## src/rtl/io_map_pkg.sv

```systemverilog
// Shared IO address map, FSM state encoding and widths for the IO access arbiter.
package io_map_pkg;

  localparam int IO_ADDR_SWITCH = 0;
  localparam int IO_ADDR_BUTTON = 1;
  localparam int IO_ADDR_SSD    = 2;

  // grant_id / last_grant width, enough for up to 8 masters
  localparam int GRANT_W = 3;
  localparam int MAX_REQ = 8;

  typedef enum logic [1:0] {
    ST_IDLE = 2'd0,
    ST_XFER = 2'd1,
    ST_RESP = 2'd2
  } io_state_e;

endpackage

```

## src/rtl/rr_pick.sv

```systemverilog
// Combinational round-robin picker: first requester at an index above last_grant, wrapping.
module rr_pick
  import io_map_pkg::*;
#(
  parameter int NREQ = 2
) (
  input  logic [NREQ-1:0]    req,
  input  logic [GRANT_W-1:0] last_grant,
  output logic [GRANT_W-1:0] idx,
  output logic               valid
);

  localparam int SW = GRANT_W + 1;

  logic [2*NREQ-1:0] dbl;
  logic [NREQ-1:0]   rot;
  logic [GRANT_W-1:0] off;
  logic [SW-1:0]     sum;

  always_comb begin
    // rotate so that bit 0 is the master just after last_grant
    dbl = {req, req} >> ({1'b0, last_grant} + SW'(1));
    rot = dbl[NREQ-1:0];
    off = '0;
    for (int k = NREQ - 1; k >= 0; k--) begin
      if (rot[k]) off = GRANT_W'(k);
    end
    sum = {1'b0, last_grant} + {1'b0, off} + SW'(1);
    if (sum >= SW'(NREQ)) sum = sum - SW'(NREQ);
    idx   = sum[GRANT_W-1:0];
    valid = |req;
  end

endmodule

```

## src/rtl/io_access_arbiter.sv

```systemverilog
// Round-robin arbiter sharing the board IO block between NREQ req/ack bus masters.
module io_access_arbiter
  import io_map_pkg::*;
#(
  parameter int NREQ   = 2,
  parameter int ADDR_W = 4
) (
  input  logic                   clk,
  input  logic                   rst,
  input  logic [NREQ-1:0]        req,
  input  logic [NREQ-1:0]        we,
  input  logic [NREQ*ADDR_W-1:0] addr,
  input  logic [NREQ*32-1:0]     wdata,
  output logic [NREQ-1:0]        ack,
  output logic [31:0]            rdata,
  output logic                   err,
  output logic [GRANT_W-1:0]     grant_id,
  output logic                   busy,
  input  logic [7:0]             io_switch_status,
  input  logic [3:0]             io_button_status,
  input  logic [31:0]            io_ssd_value,
  output logic [31:0]            ssd_write_value,
  output logic                   ssd_write_enable
);

  io_state_e state_reg, state_next;

  logic [ADDR_W-1:0] addr_arr  [MAX_REQ];
  logic [31:0]       wdata_arr [MAX_REQ];
  logic [MAX_REQ-1:0] we_arr;
  logic [NREQ-1:0]   grant_onehot;

  logic [GRANT_W-1:0] pick_idx;
  logic               pick_valid;

  logic [GRANT_W-1:0] grant_id_reg, grant_id_next;
  logic [GRANT_W-1:0] last_grant_reg, last_grant_next;
  logic               we_reg, we_next;
  logic [ADDR_W-1:0]  addr_reg, addr_next;
  logic [NREQ-1:0]    ack_reg, ack_next;
  logic [31:0]        rdata_reg, rdata_next;
  logic               err_reg, err_next;
  logic               ssd_we_reg, ssd_we_next;
  logic [31:0]        ssd_val_reg, ssd_val_next;

  // unpack per-master fields; unused slots are tied off so an index never runs off the end
  generate
    for (genvar gi = 0; gi < MAX_REQ; gi++) begin : g_lane
      if (gi < NREQ) begin : g_used
        assign addr_arr[gi]  = addr[gi*ADDR_W +: ADDR_W];
        assign wdata_arr[gi] = wdata[gi*32 +: 32];
        assign we_arr[gi]    = we[gi];
      end else begin : g_tie
        assign addr_arr[gi]  = '0;
        assign wdata_arr[gi] = '0;
        assign we_arr[gi]    = 1'b0;
      end
    end
    for (genvar gi = 0; gi < NREQ; gi++) begin : g_ack
      assign grant_onehot[gi] = (grant_id_reg == GRANT_W'(gi));
    end
  endgenerate

  rr_pick #(.NREQ(NREQ)) u_pick (
    .req        (req),
    .last_grant (last_grant_reg),
    .idx        (pick_idx),
    .valid      (pick_valid)
  );

  always_ff @(posedge clk or posedge rst) begin
    if (rst) state_reg <= ST_IDLE;
    else     state_reg <= state_next;
  end

  always_comb begin
    state_next = state_reg;
    unique case (state_reg)
      ST_IDLE: if (pick_valid) state_next = ST_XFER;
      ST_XFER: state_next = ST_RESP;
      ST_RESP: state_next = ST_IDLE;
      default: state_next = ST_IDLE;
    endcase
  end

  always_comb begin
    grant_id_next   = grant_id_reg;
    last_grant_next = last_grant_reg;
    we_next         = we_reg;
    addr_next       = addr_reg;
    ack_next        = '0;
    rdata_next      = rdata_reg;
    err_next        = err_reg;
    ssd_we_next     = 1'b0;
    ssd_val_next    = ssd_val_reg;
    unique case (state_reg)
      ST_IDLE: begin
        if (pick_valid) begin
          grant_id_next = pick_idx;
          we_next       = we_arr[pick_idx];
          addr_next     = addr_arr[pick_idx];
          // registered here so the SSD write strobe lands exactly in the XFER cycle
          if (we_arr[pick_idx] && addr_arr[pick_idx] == ADDR_W'(IO_ADDR_SSD)) begin
            ssd_we_next  = 1'b1;
            ssd_val_next = wdata_arr[pick_idx];
          end
        end
      end
      ST_XFER: begin
        ack_next   = grant_onehot;
        rdata_next = '0;
        err_next   = 1'b0;
        if (addr_reg == ADDR_W'(IO_ADDR_SSD)) begin
          if (!we_reg) rdata_next = io_ssd_value;
        end else if (!we_reg && addr_reg == ADDR_W'(IO_ADDR_SWITCH)) begin
          rdata_next = {24'h0, io_switch_status};
        end else if (!we_reg && addr_reg == ADDR_W'(IO_ADDR_BUTTON)) begin
          rdata_next = {28'h0, io_button_status};
        end else begin
          err_next = 1'b1;
        end
      end
      ST_RESP: last_grant_next = grant_id_reg;
      default: ;
    endcase
  end

  always_ff @(posedge clk or posedge rst) begin
    if (rst) begin
      grant_id_reg   <= '0;
      last_grant_reg <= GRANT_W'(NREQ - 1);
      we_reg         <= 1'b0;
      addr_reg       <= '0;
      ack_reg        <= '0;
      rdata_reg      <= '0;
      err_reg        <= 1'b0;
      ssd_we_reg     <= 1'b0;
      ssd_val_reg    <= '0;
    end else begin
      grant_id_reg   <= grant_id_next;
      last_grant_reg <= last_grant_next;
      we_reg         <= we_next;
      addr_reg       <= addr_next;
      ack_reg        <= ack_next;
      rdata_reg      <= rdata_next;
      err_reg        <= err_next;
      ssd_we_reg     <= ssd_we_next;
      ssd_val_reg    <= ssd_val_next;
    end
  end

  assign ack              = ack_reg;
  assign rdata            = rdata_reg;
  assign err              = err_reg;
  assign grant_id         = grant_id_reg;
  assign busy             = (state_reg != ST_IDLE);
  assign ssd_write_enable = ssd_we_reg;
  assign ssd_write_value  = ssd_val_reg;

endmodule

```

## config.mk

```make
export PLATFORM = sky130hd
export DESIGN_NAME = io_access_arbiter
export DESIGN_NICKNAME = d
export VERILOG_FILES = /design/src/rtl/io_map_pkg.sv /design/src/rtl/rr_pick.sv /design/src/rtl/io_access_arbiter.sv
export SDC_FILE = /design/constraint.sdc
export NUM_CORES = 1
export LEC_CHECK = 0
export CAP_MARGIN = 40
export CORE_ASPECT_RATIO = 1.4
export CORE_UTILIZATION = 40
export DETAILED_ROUTE_END_ITERATION = 8
export PLACE_DENSITY = 0.87
export SLEW_MARGIN = 10
export SYNTH_ARGS = -nofsm -noshare
export SYNTH_HDL_FRONTEND = slang
export SYNTH_HIERARCHICAL = 1
export SYNTH_SLANG_ARGS = --single-unit
```

## constraint.sdc

```tcl
create_clock -name clk -period 4.52 [get_ports clk]
set_clock_uncertainty 0.2 [all_clocks]
set_input_delay 0.452 -clock clk [delete_from_list [all_inputs] [get_ports clk]]
set_output_delay 0.452 -clock clk [all_outputs]
set_load 0.03 [all_outputs]
```

==> results.cfg, run 1 <==
[run_status]
run_status = complete, no violations

[clocking]
numCtsBuffers = 9
cts_resized = 0
clock_latency_ps = 330
cts_tree = done
cts.sinks = 81
cts_hold_buffers = 0
clk_pin_slew_ps = 60
clk_path_buf_depth = 2
htree_levels = 3
clock-root-buffer = clkbuf_16
post-cts-setup-buffers = 0

[synth]
synthesis.area_mm2 = 0.003742
synth_largest_area_cell = dfrtp_1
synth-adder-area-share_pct = 0.6687
yosys_warnings = 6
synthCells = 314
ys_seq_area_share_pct = 54.20
synth_compound_area_share_pct = 9.729
synth_top_cell_area_share_pct = 53.49
synth_area_leaders = dfrtp_1 53%, mux2i_1 11%, mux2_2 11%
synth_cell_types = 36
synth_nets = 438
synth_simple_gate_area_share_pct = 10.57
avgSynthCellArea_um2 = 11.92
synthMuxAreaShare_pct = 21.53
synth_top_family_by_area = multiplexers
ys_seq_elements = 81
synth-xor-area-share_pct = 0

[timing]
slew_viol_final = 0
tns_ps = 0
grt_setup_unrepaired = no
hold_viol_final = 0
worst_slew_pin_slew_ps = 781.2
fin_crit_ps = 3779
relSlewSlack_pct = 47.44
setup_viol = 0
fmax_ghz = 0.2646
finalCritPeriodShare_pct = 83.61

[finish]
drive_gt1_share_pct = 13.16
multi_input_area_mm2 = 0.001597
fin_nets = 628
area_growth_pct = 62.19
n_antenna_cell = 0
seqCellArea_mm2 = 0.002028
num-fill-cells = 684
fin_area_mm2 = 0.006070
final_common_cell = clkdlybuf4s50_1
final_cell_mix = 193 x clkdlybuf4s50_1, 80 x dfrtp_1, 40 x mux2i_1

[floorplan]
rows = 41
die-area_mm2 = 0.009752
die_h_um = 116.4
num_io_pins = 194
initial_utilization_pct = 41.45
core_mm2 = 0.009029
die-width_um = 83.75

[routing]
drc_errors = 0
drt_iter0_markers = 86
post_drt_via_cell_ratio = 5.219
route.vias.total = 3215
first_pass_iters = 4
avgRoutedWirePerCell_um = 16.27
drt-total-wl_um = 10020
drtAntennaViolNets = 0

[run]
max_cap_viol_count = 0

[pwr]
leakage_nw = 2.779
power_density_mw_per_mm2 = 612.4
peakVddDrop_v = 0.0003243

[grt]
grt_max_degree = 44
grt_pass1_vias = 3308
grtUsageTotal_pct = 21.49
grt_pass1_wl_um = 16320
grt_antenna_before_repair = 0
grt-ovfl-total = 0

[place]
placed_area_mm2 = 0.005772
gp_congestion = 0.7549
io_buffers = 193
place_hpwl_um = 7451

[critical_path]
cp.arrival_ps = 3790
ff2ff_setup_slack_ps = 960
worstSetupStartpointType = input port
cp.required_ps = 4530
endpoint_kind = register
critPathMaxFanout = 32
critical_path_class = in -> reg

[min_path]
hold_path_class = reg -> reg
==> per-layer routing <==
layer	share of wire (%)	routed length [um]	GRT usage (%)
met3	7.6	760	4.594
met4	2.1	210	11.30
met2	50	4972	35.61
met1	41	4077	26.60
met5	0	0	0
==> worst max-delay path: stages <==
cell             delay [ps]
clkdlybuf4s50_1         490
and3b_2                 210
o21ai_0                 150
ha_1                    220
inv_1                    60
ha_1                    320
nand4bb_1               140
a31oi_1                 140
or2_2                   360
or3_4                   410
nor3_4                  230
buf_12                  230
mux2_2                  360
==> synthesized netlist by cell type <==
master	n
a221o_1	1
or3_1	2
dfstp_2	1
ha_1	2
a2111oi_0	1
mux2i_1	40
nand4bb_1	1
clkbuf_1	10
or3b_4	1
nor4b_1	2
nand2b_1	4
o31ai_1	3
nand2_1	25
nor2b_1	1
nor3_1	1
nor4_1	2
a31oi_1	2
a21oi_1	2
o21bai_1	1
mux2_1	1
nor2_1	35
a22o_1	24
nand3_1	1
dfrtp_1	80
nor3b_1	1
buf_1	4
nor3_4	1
buf_6	3
buf_2	3
o21ai_0	6
a22oi_1	7
mux2_2	35
or2_2	3
or3_4	1
inv_1	6
and3b_2	1
==> per-stage QoR <==
step | total power, W | worst slack (ps) | util [%] | cells | hold WS [ps]
2_1_floorplan | 0.002281 | 1059 | - | 314 | 254.6
3_3_place_gp | 0.002964 | 573.0 | 63.93 | 600 | 268.5
3_5_place_dp | 0.003016 | 434.3 | 63.93 | 600 | 276.6
4_1_cts | 0.003757 | 787.1 | 67.23 | 616 | 289.8
5_1_grt | 0.003922 | 578.8 | 67.23 | 616 | 300.8
6_report | 0.003717 | 740.8 | 67.23 | 616 | 289.4
==> cell families after synthesis <==
| kind of cell | after synthesis |
|---|---|
| AND/OR/NAND/NOR | 82 |
| AO/OA/AOI/OAI | 47 |
| buffers and inverters | 26 |
| adder cells (fa/ha/maj) | 2 |
| multiplexers | 76 |
| flip-flops | 81 |
==> worst paths after layout <==
| path | endpoint | from | cells past startpoint |
|---|---|---|---|
| max | ssd_write_value[29] | req[0] | 13 |
| min | ssd_write_value[24] | ssd_write_value[24] | 1 |
| max reg2reg | ssd_write_value[29] | last_grant_reg[0] | 12 |
| min reg2reg | ssd_write_value[24] | ssd_write_value[24] | 1 |
| max in group asynchronous | last_grant_reg[0] | rst | 3 |
| min in group asynchronous | rdata[10] | rst | 2 |
==> power breakdown <==
part,switching [W],internal [W],total (W)
clock,0.000278,0.000441,0.000719
sequential,0.000158,0.000977,0.00114
combinational,0.00100,0.000862,0.00186
total,0.00144,0.00228,0.00372
==> layout make-up <==
class                      count  area share [%]
clock buffer                  11           3.999
inverter                       6          0.3917
tap                          107           2.206
sequential                    81           33.42
clock inverter                 5          0.9070
timing repair buffer         199           32.78
multi-input combinational    207           26.30
Power figures use the tool's default switching activity.
==> inputs of run 2 (changes only) <==
--- a/config.mk
+++ b/config.mk
@@ -7,9 +7,9 @@
 export LEC_CHECK = 0
 export CAP_MARGIN = 40
 export CORE_ASPECT_RATIO = 1.4
-export CORE_UTILIZATION = 40
+export CORE_UTILIZATION = 36
 export DETAILED_ROUTE_END_ITERATION = 8
-export PLACE_DENSITY = 0.87
+export PLACE_DENSITY = 0.83
 export SLEW_MARGIN = 10
 export SYNTH_ARGS = -nofsm -noshare
 export SYNTH_HDL_FRONTEND = slang
==> constraint.sdc (replaced) <==
create_clock -name clk -period 3.3 [get_ports clk]
set_clock_uncertainty 0.2 [all_clocks]
set_input_delay 0.33 -clock clk [delete_from_list [all_inputs] [get_ports clk]]
set_output_delay 0.33 -clock clk [all_outputs]
set_load 0.03 [all_outputs]
==> run 2 against run 1 <==
Wire length grew 7.0%; total power up 44%; critical path depth unchanged; register-to-register slack got worse by 1100 ps; non-clock buffer count is 17 higher; combinational power increased by 46%; global-route usage decreased by 1.7 points; largest cell class is now non-clock buffers; flip-flop and latch count stayed put; the flow now finishes with violations (negative setup slack).
==> results.cfg, run 2 (synthesis results as in run 1) <==
[floorplan]
die_h_um = 122.6
core_mm2 = 0.01001
die-area_mm2 = 0.01081
die-width_um = 88.17
rows = 43
initial_utilization_pct = 37.40
num_io_pins = 194

[critical_path]
critPathMaxFanout = 8
critical_path_class = reg -> reg
endpoint_kind = register
cp.arrival_ps = 3410
cp.required_ps = 3310
worstSetupStartpointType = register

[min_path]
hold_path_class = in -> async

[pwr]
p_seq_share_pct = 29.2
p_int_w = 0.003330
swShare_pct = 37.67
power_density_mw_per_mm2 = 829.4
power_frac_comb_pct = 50.9
peakVddDrop_v = 0.0004262
clockPowerShare_pct = 19.9
p_sw_w = 0.002012
leakage_nw = 2.951

[place]
place_hpwl_um = 7768
gp_congestion = 0.7594
io_buffers = 193

[grt]
grt_pass1_wl_um = 16330
grt_max_degree = 49
grtUsageTotal_pct = 19.79
grt_pass1_vias = 3434
grt_antenna_before_repair = 0
grt-ovfl-total = 0

[finish]
fin_nets = 645
num-fill-cells = 801
drive_gt1_share_pct = 17.30
area_growth_pct = 72.12
n_antenna_cell = 0
final_cell_mix = 191 x clkdlybuf4s50_1, 80 x dfrtp_1, 40 x mux2i_1
final_common_cell = clkdlybuf4s50_1

[clocking]
cts_tree = done
clock_latency_ps = 330
clk_pin_slew_ps = 60
cts.sinks = 81
clk_path_buf_depth = 2
htree_levels = 3
numCtsBuffers = 9
clock-root-buffer = clkbuf_16

[timing]
fin_crit_ps = 3398
setup_viol = 32
setup_ws_ps = -97.66
fmax_ghz = 0.2943
hold_viol_final = 0
finalCritPeriodShare_pct = 103.0
holdWs_ps = 176.1
grt_setup_unrepaired = yes
relSlewSlack_pct = 59.25
slew_viol_final = 0
worst_slew_pin_slew_ps = 610.5
tns_ps = -2499

[routing]
post_drt_via_cell_ratio = 4.926
first_pass_iters = 4
drc_errors = 0
drt-total-wl_um = 10720
drtAntennaViolNets = 0
avgRoutedWirePerCell_um = 16.21
route.vias.total = 3256
drt_iter0_markers = 127

[run_status]
violations = negative setup slack
run_status = finished with violations

[run]
max_cap_viol_count = 0
run 2: cell count changes in the layout (fill, tap and decap cells not counted), sizes merged:
cell,previous run,this run
dlygate4sd2,0,1
clkbuf,11,16
buf,6,21
clkdlybuf4s15,0,1
clkdlybuf4s50,193,191
dlymetal6s2s,0,1
clkinvlp,2,0
clkinv,3,1
run 2: per-stage QoR:
stage	power [W]	area [um^2]	instances	utilization, %	setup slack [ps]
after floorplan	0.003133	3760	314	-	5.138
after global placement	0.004118	5894	636	58.90	-332.4
after detailed placement	0.004190	5906	637	59.01	-435.9
after CTS	0.005305	6327	657	63.23	-35.22
after global routing	0.005613	6441	661	64.37	-164.2
final	0.005342	6441	661	64.37	-97.66
run 2: layout make-up:
| class | count | area (um^2) | share of cell area [%] |
|---|---|---|---|
| Tap cell | 135 | 168.9 | 2.622 |
| Multi-Input combinational cell | 207 | 1693 | 26.28 |
| Timing Repair Buffer | 216 | 2200 | 34.15 |
| Clock inverter | 1 | 30.03 | 0.4662 |
| Sequential cell | 81 | 2028 | 31.49 |
| Clock buffer | 15 | 297.8 | 4.623 |
| Inverter | 6 | 23.77 | 0.3691 |
run 2: path summary, 6_finish.rpt:
check | start | end | slack (ps) | depth (start not counted)
worst max-delay path | last_grant_reg[0] | ssd_write_value[20] | -100 | 13
min in group clk | ssd_write_value[24] | ssd_write_value[24] | 280 | 1
worst min-delay path | rst | ssd_write_value[23] | 180 | 2
worst max register to register | last_grant_reg[0] | ssd_write_value[20] | -100 | 13
max in group asynchronous | rst | last_grant_reg[0] | 2020 | 3
worst min register to register | ssd_write_value[24] | ssd_write_value[24] | 280 | 1
run 2: routing by layer:
layer | global-route usage (%) | vias up | share of wire, %
met5 | 0 | - | 0
met4 | 6.653 | 0 | 1.8
met3 | 6.052 | 17 | 8.6
met2 | 35.38 | 148 | 52
met1 | 21.94 | 1558 | 38
li1 | - | 1533 | -
run 2: timing repair:
item,in CTS,in global routing
hold endpoints to repair,0,0
buffers inserted,2,3
pin swaps,0,10
resized for setup,7,21
endpoints found under the setup margin,32,32
hold buffers,0,0
gates cloned,2,1
run 2: power by group through the flow:
stage | Combinational [W] | Clock, W | Sequential, W
final | 0.00272 | 0.00106 | 0.00156
after global routing | 0.00288 | 0.00112 | 0.00161
after CTS | 0.00266 | 0.00109 | 0.00156
after detailed placement | 0.00262 | 0 | 0.00157
after global placement | 0.00257 | 0 | 0.00155
after floorplan | 0.00103 | 0 | 0.00211
run 2: worst max-delay path, stage by stage, from the launching register on:
cell and delay [ps]:
dfstp_2 550, and3b_2 200, o21ai_2 60, ha_2 180
inv_2 80, ha_4 220, a21oi_2 150, a31oi_2 60
or2_4 280, or3_4 410, nor3_4 250, buf_6 160
buf_12 130, mux2_2 330
==> inputs of run 3 (changes only) <==
--- a/config.mk
+++ b/config.mk
@@ -8,8 +8,10 @@
 export CAP_MARGIN = 40
 export CORE_ASPECT_RATIO = 1.4
 export CORE_UTILIZATION = 36
+export CTS_CLUSTER_DIAMETER = 100
 export DETAILED_ROUTE_END_ITERATION = 8
 export PLACE_DENSITY = 0.83
+export REMOVE_ABC_BUFFERS = 1
 export SLEW_MARGIN = 10
 export SYNTH_ARGS = -nofsm -noshare
 export SYNTH_HDL_FRONTEND = slang
==> run 3 against run 2 <==
Critical path depth is the same; first-iteration DRC count shrank 22%; clock power shrank 14%; flip-flop and latch count is the same; die area is the same; highest routed layer unchanged; the run still ends with negative setup slack left; clock-buffer cell count shrank 3; non-clock buffer count shrank 2.
==> results.cfg, run 3 (synthesis results as in run 1) <==
[critical_path]
r2r_end = ssd_write_value[27]
cp_cell_sequence = and3b_2 -> o21ai_2 -> ha_2 -> inv_2 -> ha_4 -> nand4bb_1 -> a31oi_2 -> or2_4 -> or3_4 -> nor3_4 -> buf_6 -> buf_12 -> mux2_4
ff2ff_setup_slack_ps = -70
cp.arrival_ps = 3380
worst-path-stages = 13
critical_path_class = reg -> reg
cp-startpoint = last_grant_reg[0]
critPathMaxFanout = 8
endpoint = ssd_write_value[27]
ff2ff_path_depth = 13
cp_num_buf_inv = 3
slowest_stage = or3_4
worstSetupStartpointType = register
cp_top_family = simple AND/OR/NAND/NOR gates
cpPeakStageDelay_ps = 410
cp.required_ps = 3310
endpoint_kind = register
timing.rr.start = last_grant_reg[0]

[clocking]
cts_tree = done
clock_latency_ps = 330
clk_pin_slew_ps = 60
clk_path_buf_depth = 2
numCtsBuffers = 9
cts.sinks = 81
clock-root-buffer = clkbuf_16
htree_levels = 3

[grt]
grt_pass1_wl_um = 16390
grt_antenna_before_repair = 0
grt_max_degree = 37
grt_pass1_vias = 3433
grt-ovfl-total = 0
grtUsageTotal_pct = 20.19

[floorplan]
core_mm2 = 0.01001
die_h_um = 122.6
rows = 43
num_io_pins = 194
die-width_um = 88.17
initial_utilization_pct = 37.40
die-area_mm2 = 0.01081

[finish]
fin_nets = 643
drive_gt1_share_pct = 16.98
final_common_cell = clkdlybuf4s50_1
area_growth_pct = 68.84
final_cell_mix = 191 x clkdlybuf4s50_1, 80 x dfrtp_1, 40 x mux2i_1
n_antenna_cell = 0
utilization_pct = 63.14
fin_area_mm2 = 0.006319

[pwr]
leakage_nw = 2.881
peakVddDrop_v = 0.0004041
power_density_mw_per_mm2 = 820.4
finalPower_w = 0.005184

[timing]
finalCritPeriodShare_pct = 102.1
hold_viol_final = 0
holdWs_ps = 201.2
worst_slew_pin_slew_ps = 955.9
relSlewSlack_pct = 35.69
setup_viol = 32
slew_viol_final = 0
setup_ws_ps = -69.57
fmax_ghz = 0.2968
fin_crit_ps = 3370
grt_setup_unrepaired = yes

[run_status]
run_status = finished with violations
violations = negative setup slack

[place]
io_buffers = 193
gp_congestion = 0.8024
post-place-ws_ps = -519.4
placed_area_mm2 = 0.005897
place_hpwl_um = 7963

[routing]
drt_iter0_markers = 99
drt-total-wl_um = 10810
drc_errors = 0
drtAntennaViolNets = 0
post_drt_via_cell_ratio = 4.967
avgRoutedWirePerCell_um = 16.40
route.vias.total = 3273
first_pass_iters = 4

[min_path]
hold_path_class = in -> async

[run]
max_cap_viol_count = 0
-- run 3: worst min path at each step --
stage                        start                  end  cells after the start  slack [ps]
4_1_cts                        rst            rdata[20]                      2         220
3_3_place_gp   ssd_write_value[24]  ssd_write_value[24]                      1         270
5_1_grt                        rst            rdata[20]                      2         260
6_report                       rst            rdata[20]                      2         200
3_5_place_dp   ssd_write_value[24]  ssd_write_value[24]                      1         280
2_1_floorplan  io_switch_status[4]             rdata[4]                      2         240
-- run 3: what timing repair did --
| item | 4_1_cts | 5_1_grt |
|---|---|---|
| buffers inserted | 3 | 1 |
| cloned | 2 | 0 |
| hold buffers | 0 | 0 |
| setup endpoints to repair | 32 | 32 |
| resized for setup | 13 | 23 |
| pin swaps | 3 | 8 |
-- run 3: per-layer routing --
| layer | vias to the layer above | wire [um] | share of wire, % | global-route usage (%) |
|---|---|---|---|---|
| li1 | 1527 | - | - | - |
| met1 | 1595 | 3988 | 37 | 21.59 |
| met2 | 142 | 5835 | 54 | 37.40 |
| met3 | 9 | 857 | 7.9 | 5.783 |
| met4 | 0 | 126 | 1.2 | 6.452 |
| met5 | - | 0 | 0 | 0 |
-- run 3: area by class of cell --
class	count	area, um^2
Inverter	6	23.77
Timing Repair Buffer	214	2123
Multi-Input combinational cell	207	1699
Fill cell	822	3689
Tap cell	135	168.9
Sequential cell	81	2028
Clock buffer	12	246.5
Clock inverter	4	28.78
-- run 3: per-stage QoR --
stage / cells / setup TNS (ps)
3_5_place_dp: 640 / -16350
4_1_cts: 661 / 0
5_1_grt: 659 / -5495
6_report: 659 / -1752
3_3_place_gp: 640 / -14680
2_1_floorplan: 294 / -61270
-- run 3: where the power goes --
group | internal [W] | switching, W
Sequential | 0.00134 | 0.000224
Combinational | 0.00130 | 0.00142
Clock | 0.000530 | 0.000380
Total | 0.00316 | 0.00202
==> patch 1, RTL diff (settings of run 2) <==
`NREQ` is set to 2 in 2 places; all go to 1.
--- a/src/rtl/rr_pick.sv
+++ b/src/rtl/rr_pick.sv
@@ -3,5 +3,5 @@
   import io_map_pkg::*;
 #(
-  parameter int NREQ = 2
+  parameter int NREQ = 1
 ) (
   input  logic [NREQ-1:0]    req,
--- a/src/rtl/io_access_arbiter.sv
+++ b/src/rtl/io_access_arbiter.sv
@@ -3,5 +3,5 @@
   import io_map_pkg::*;
 #(
-  parameter int NREQ   = 2,
+  parameter int NREQ   = 1,
   parameter int ADDR_W = 4
 ) (
Ports: changed (5 resized); port bits go from 194 to 155. No check against the original RTL was run, so the function may have changed too.
==> patch 1 against run 2 <==
Area after synthesis is 11% lower. Wire length is 24% lower. First-iteration DRC count is 54% lower. Synthesized cell count is 30% lower. Design area is 18% lower. Maximum frequency is 20% higher. Sequential cell count is 1 lower. Setup slack better by 0.55 ns. Worst hold slack better by 0.037 ns. Critical path type unchanged. Critical endpoint is now ssd_write_value[26].
Power is not compared: it rests on default switching activity, and its combinational part moved more than twofold at a synthesized area within 25%.
==> patch 1: results (changes against run 2) <==
metric;value;unit;change
outcome;finished clean;;
post-layout min period;2.84;ns;-0.555 ns
Met3 Routed Length;374;µm;-59%
Met1 Wirelength;3150;µm;-23%
PortBufs;154;;-20%
met2 routed WL;4320;µm;-22%
CP max-delay cell;nor3_1;;
Net count, final;463;;-28%
post-synthesis sequential area ratio;60.0;%;+5.8 points
layout cell share with drive strength beyond 1;17.5;%;+0.24 points
Netlist cell types;33;;-8.3%
vias in the first global route;2542;;-26%
min-delay worst type;input port to asynchronous set/reset pin;;
CTS resizes;0;;-7
H-tree Lvls;3;;unchanged
Final GP Congestion;0.811;;+6.8%
number of setup buffers added after CTS;0;;-2
HPWL Detailed;6050;µm;-22%
largest net degree at the start of global routing;43;;-12%
synth cell count leaders;dfrtp_1, a22o_1, mux2_4;;
vias per cell;4.94;;+0.26%
first-pass GRT wire length;12900;µm;-21%
dpl ws;0.502;ns;+0.938 ns
via count;2415;;-26%
number of diodes;0;;unchanged
routing usage on met3;2.85;%;-3.2 points
Post-Route WL;8100;µm;-24%
# placed instances;473;;-26%
First DRT Iteration DRCs;59;;-54%
Hold Vio Cnt, Final;0;;unchanged
gr usage total;17.2;%;-2.6 points
CP max FO;32;;+24
GRT met2 Usage;29.7;%;-5.7 points
Mapped Nets;307;;-30%
slowest stage delay, CP;0.50;ns;-0.05 ns
Critical Path AT;2.85;ns;-0.56 ns
M1 GR Usage;20.7;%;-1.2 points
Area contributors post-synth;dfrtp_1, mux2_4, a22o_1;;
Mapped Cells;221;;-30%
Worst slew margin;46.9;%;-12 points
patch 1: layout make-up:
type | count | area [µm²]
Fill cell | 719 | 3760
Sequential cell | 80 | 2000
Timing Repair Buffer | 158 | 1580
Multi-Input combinational cell | 123 | 1220
Clock buffer | 11 | 253
Tap cell | 107 | 134
Clock inverter | 5 | 55.1
Inverter | 5 | 25.0
patch 1: through the flow:
stage	area, µm²	hold slack [ns]
after floorplan	3340	0.258
after global placement	4960	0.281
after detailed placement	4960	0.291
after CTS	5270	0.236
after global routing	5270	0.270
final	5270	0.213
patch 1: where the power goes:
part / switching [mW] / leakage, nW / internal, mW
Clock: 0.370 / 0.148 / 0.624
Combinational: 0.454 / 1.23 / 0.476
Sequential: 0.104 / 1.07 / 1.12
Total: 0.928 / 2.45 / 2.22
patch 1: worst paths after layout:
path                              startpoint                   to  cells past startpoint
max reg2reg                last_grant_reg[0]  ssd_write_value[26]                      9
max in group asynchronous                rst            rdata[28]                      3
min in group clk                   rdata[26]            rdata[26]                      1
max                        last_grant_reg[0]  ssd_write_value[26]                      9
min                                      rst            rdata[20]                      2
min reg2reg                        rdata[26]            rdata[26]                      1
patch 1: logic make-up after synthesis:
group	count (synthesis)	share of synthesized area (%)
xor gates and xnor gates	1	0.263
buffers and inverters	18	3.41
DFF	80	60.0
muxes	43	17.7
and+or+nand+nor	33	6.41
AOI/OAI and AO/OA	44	11.4
adders and majority gates	2	0.750
patch 1: critical path: cells and delay by family, from the launching register on:
family	cells	cell delay, ns
multiplexers	1	0.37
AND/OR/NAND/NOR	4	0.98
flip-flops	1	0.42
buffers and inverters	2	0.42
adder cells (fa/ha/maj)	1	0.22
AO/OA/AOI/OAI	1	0.09
==> patch 2, RTL diff (config.mk and constraints of run 2) <==
Without the edit above. Register the output `err` once more, without a reset; this adds one clock of latency there. The other outputs are not delayed to match.
--- a/src/rtl/io_access_arbiter.sv
+++ b/src/rtl/io_access_arbiter.sv
@@ -152,5 +152,7 @@
   assign ack              = ack_reg;
   assign rdata            = rdata_reg;
-  assign err              = err_reg;
+  always_ff @(posedge clk) begin
+    err <= err_reg;
+  end
   assign grant_id         = grant_id_reg;
   assign busy             = (state_reg != ST_IDLE);
Formal check against the unedited RTL: not equivalent (a bounded check fails within 4 cycles, from zero or initial values and one cycle with rst high).
==> patch 2 against run 2 <==
Setup slack improved by 0.15 ns. Highest routed layer unchanged. Sequential cell count rose by 1. Utilization rose by 0.69 points. Area after synthesis rose by 0.53%. Largest cell class unchanged. Wire length rose by 2.3%. Critical path type unchanged. Design area rose by 1.6%. Combinational power rose by 2%. Total power rose by 4.2%.
==> patch 2: results (changes against run 2) <==
metric;value;unit;change
number of diodes;0;;unchanged
largest net degree at the start of global routing;49;;unchanged
Netlist cell types;37;;+2.8%
Final GP Congestion;0.746;;-1.8%
Mapped Nets;439;;+0.23%
layout cell share with drive strength beyond 1;17.5;%;+0.19 points
Worst-Margin Slew;0.605;ns;-0.00570 ns
vias in the first global route;3476;;+1.2%
Met3 Routed Length;832;µm;-9.5%
Post-Route WL;11000;µm;+2.3%
worst reg-to-reg setup slack;0.05;ns;+0.15 ns
first-pass GRT wire length;16500;µm;+1.2%
uppermost routed layer;met4;;
CTS root buf;clkbuf_16;;
Met1 Wirelength;4350;µm;+6.5%
post-synthesis sequential area ratio;54.4;%;+0.24 points
routed wire length per instance;16.6;µm;+2.3%
Critical Path AT;3.27;ns;-0.14 ns
worst hold slack;0.171;ns;-0.00500 ns
First DRT Iteration DRCs;117;;-7.9%
# placed instances;639;;+0.31%
slowest stage delay, CP;0.58;ns;+0.03 ns
Area growth, synth to finish;74.0;%;
Static Leak;2.98;nW;+1.0%
RR Startpoint;last_grant_reg[0];;
outcome;finished clean;;
dpl ws;-0.407;ns;+0.0294 ns
insertion delay of the later-clocked pin in the worst-skew pair;0.33;ns;about the same
post-synthesis compound-gate area fraction;9.68;%;-0.052 points
reg-to-reg endpoint;ssd_write_value[15];;
Mapped Cells;315;;+0.32%
met2 routed WL;5570;µm;+0.87%
Post-Synth Adder-Cell Area;0.665;%;-0.0036 points
Area contributors post-synth;dfrtp_1, mux2i_1, mux2_2;;
mux cell area share after synthesis;21.4;%;-0.11 points
FILL cells;763;;-4.7%
gr usage total;20.0;%;+0.19 points
HPWL Detailed;7750;µm;-0.22%
PortBufs;193;;unchanged
vias per cell;4.97;;+0.86%
peak supply drop;0.494;mV;+16%
Synth Area in XOR/XNOR;0;%;unchanged
fmax;0.308;GHz;+4.6%
ys async rst share;98.8;%;-1.2 points
min-delay worst type;input port to asynchronous set/reset pin;;
DP Area;5930;µm²;+0.47%
clock buffer count from CTS;9;;unchanged
## patch 2: worst max-delay path, delay by kind of cell (launching register included)
| family | cells | cell delay, ns |
|---|---|---|
| and+or+nand+nor | 4 | 0.98 |
| DFF | 1 | 0.58 |
| adders and majority gates | 2 | 0.39 |
| buffers and inverters | 3 | 0.36 |
| muxes | 1 | 0.32 |
| AOI/OAI and AO/OA | 3 | 0.29 |
## patch 2: worst max path at each step
stage | to | cells past startpoint
after global placement | ssd_write_value[13] | 13
after CTS | ssd_write_value[28] | 14
after detailed placement | ssd_write_value[30] | 13
after floorplan | ssd_write_value[20] | 13
after global routing | ssd_write_value[25] | 13
final | ssd_write_value[15] | 13
## patch 2: where the power goes
group          internal (mW)  total, mW  switching [mW]
registers               1.36       1.59           0.228
logic                   1.34       2.77            1.43
clock network          0.816       1.21           0.389
## patch 2: layout make-up
| type | count | area share (%) |
|---|---|---|
| well taps | 135 | 2.58 |
| multi-input cells | 207 | 26.9 |
| inverters | 6 | 0.363 |
| repair buffers | 215 | 33.3 |
| clock buffers | 11 | 3.56 |
| flip-flops and latches | 82 | 31.3 |
| clock inverters | 5 | 1.95 |
## patch 2: per-layer routing
| metal | up-vias | track usage, % |
|---|---|---|
| met5 | - | 0 |
| met4 | 0 | 7.06 |
| met3 | 16 | 5.21 |
| met2 | 151 | 36.1 |
| met1 | 1582 | 22.3 |
| li1 | 1535 | - |
## patch 2: cells by family after synthesis
group / Yosys count
buf+inv: 26
compound gates: 47
fa+ha+maj: 2
simple gates: 82
flops: 82
mux: 76
## patch 2: timing repair
action | in CTS | in global routing
setup buffers | 6 | 0
pin swaps | 7 | 10
cloned | 3 | 0
endpoints found under the setup margin | 32 | 32
gates resized for setup | 14 | 30
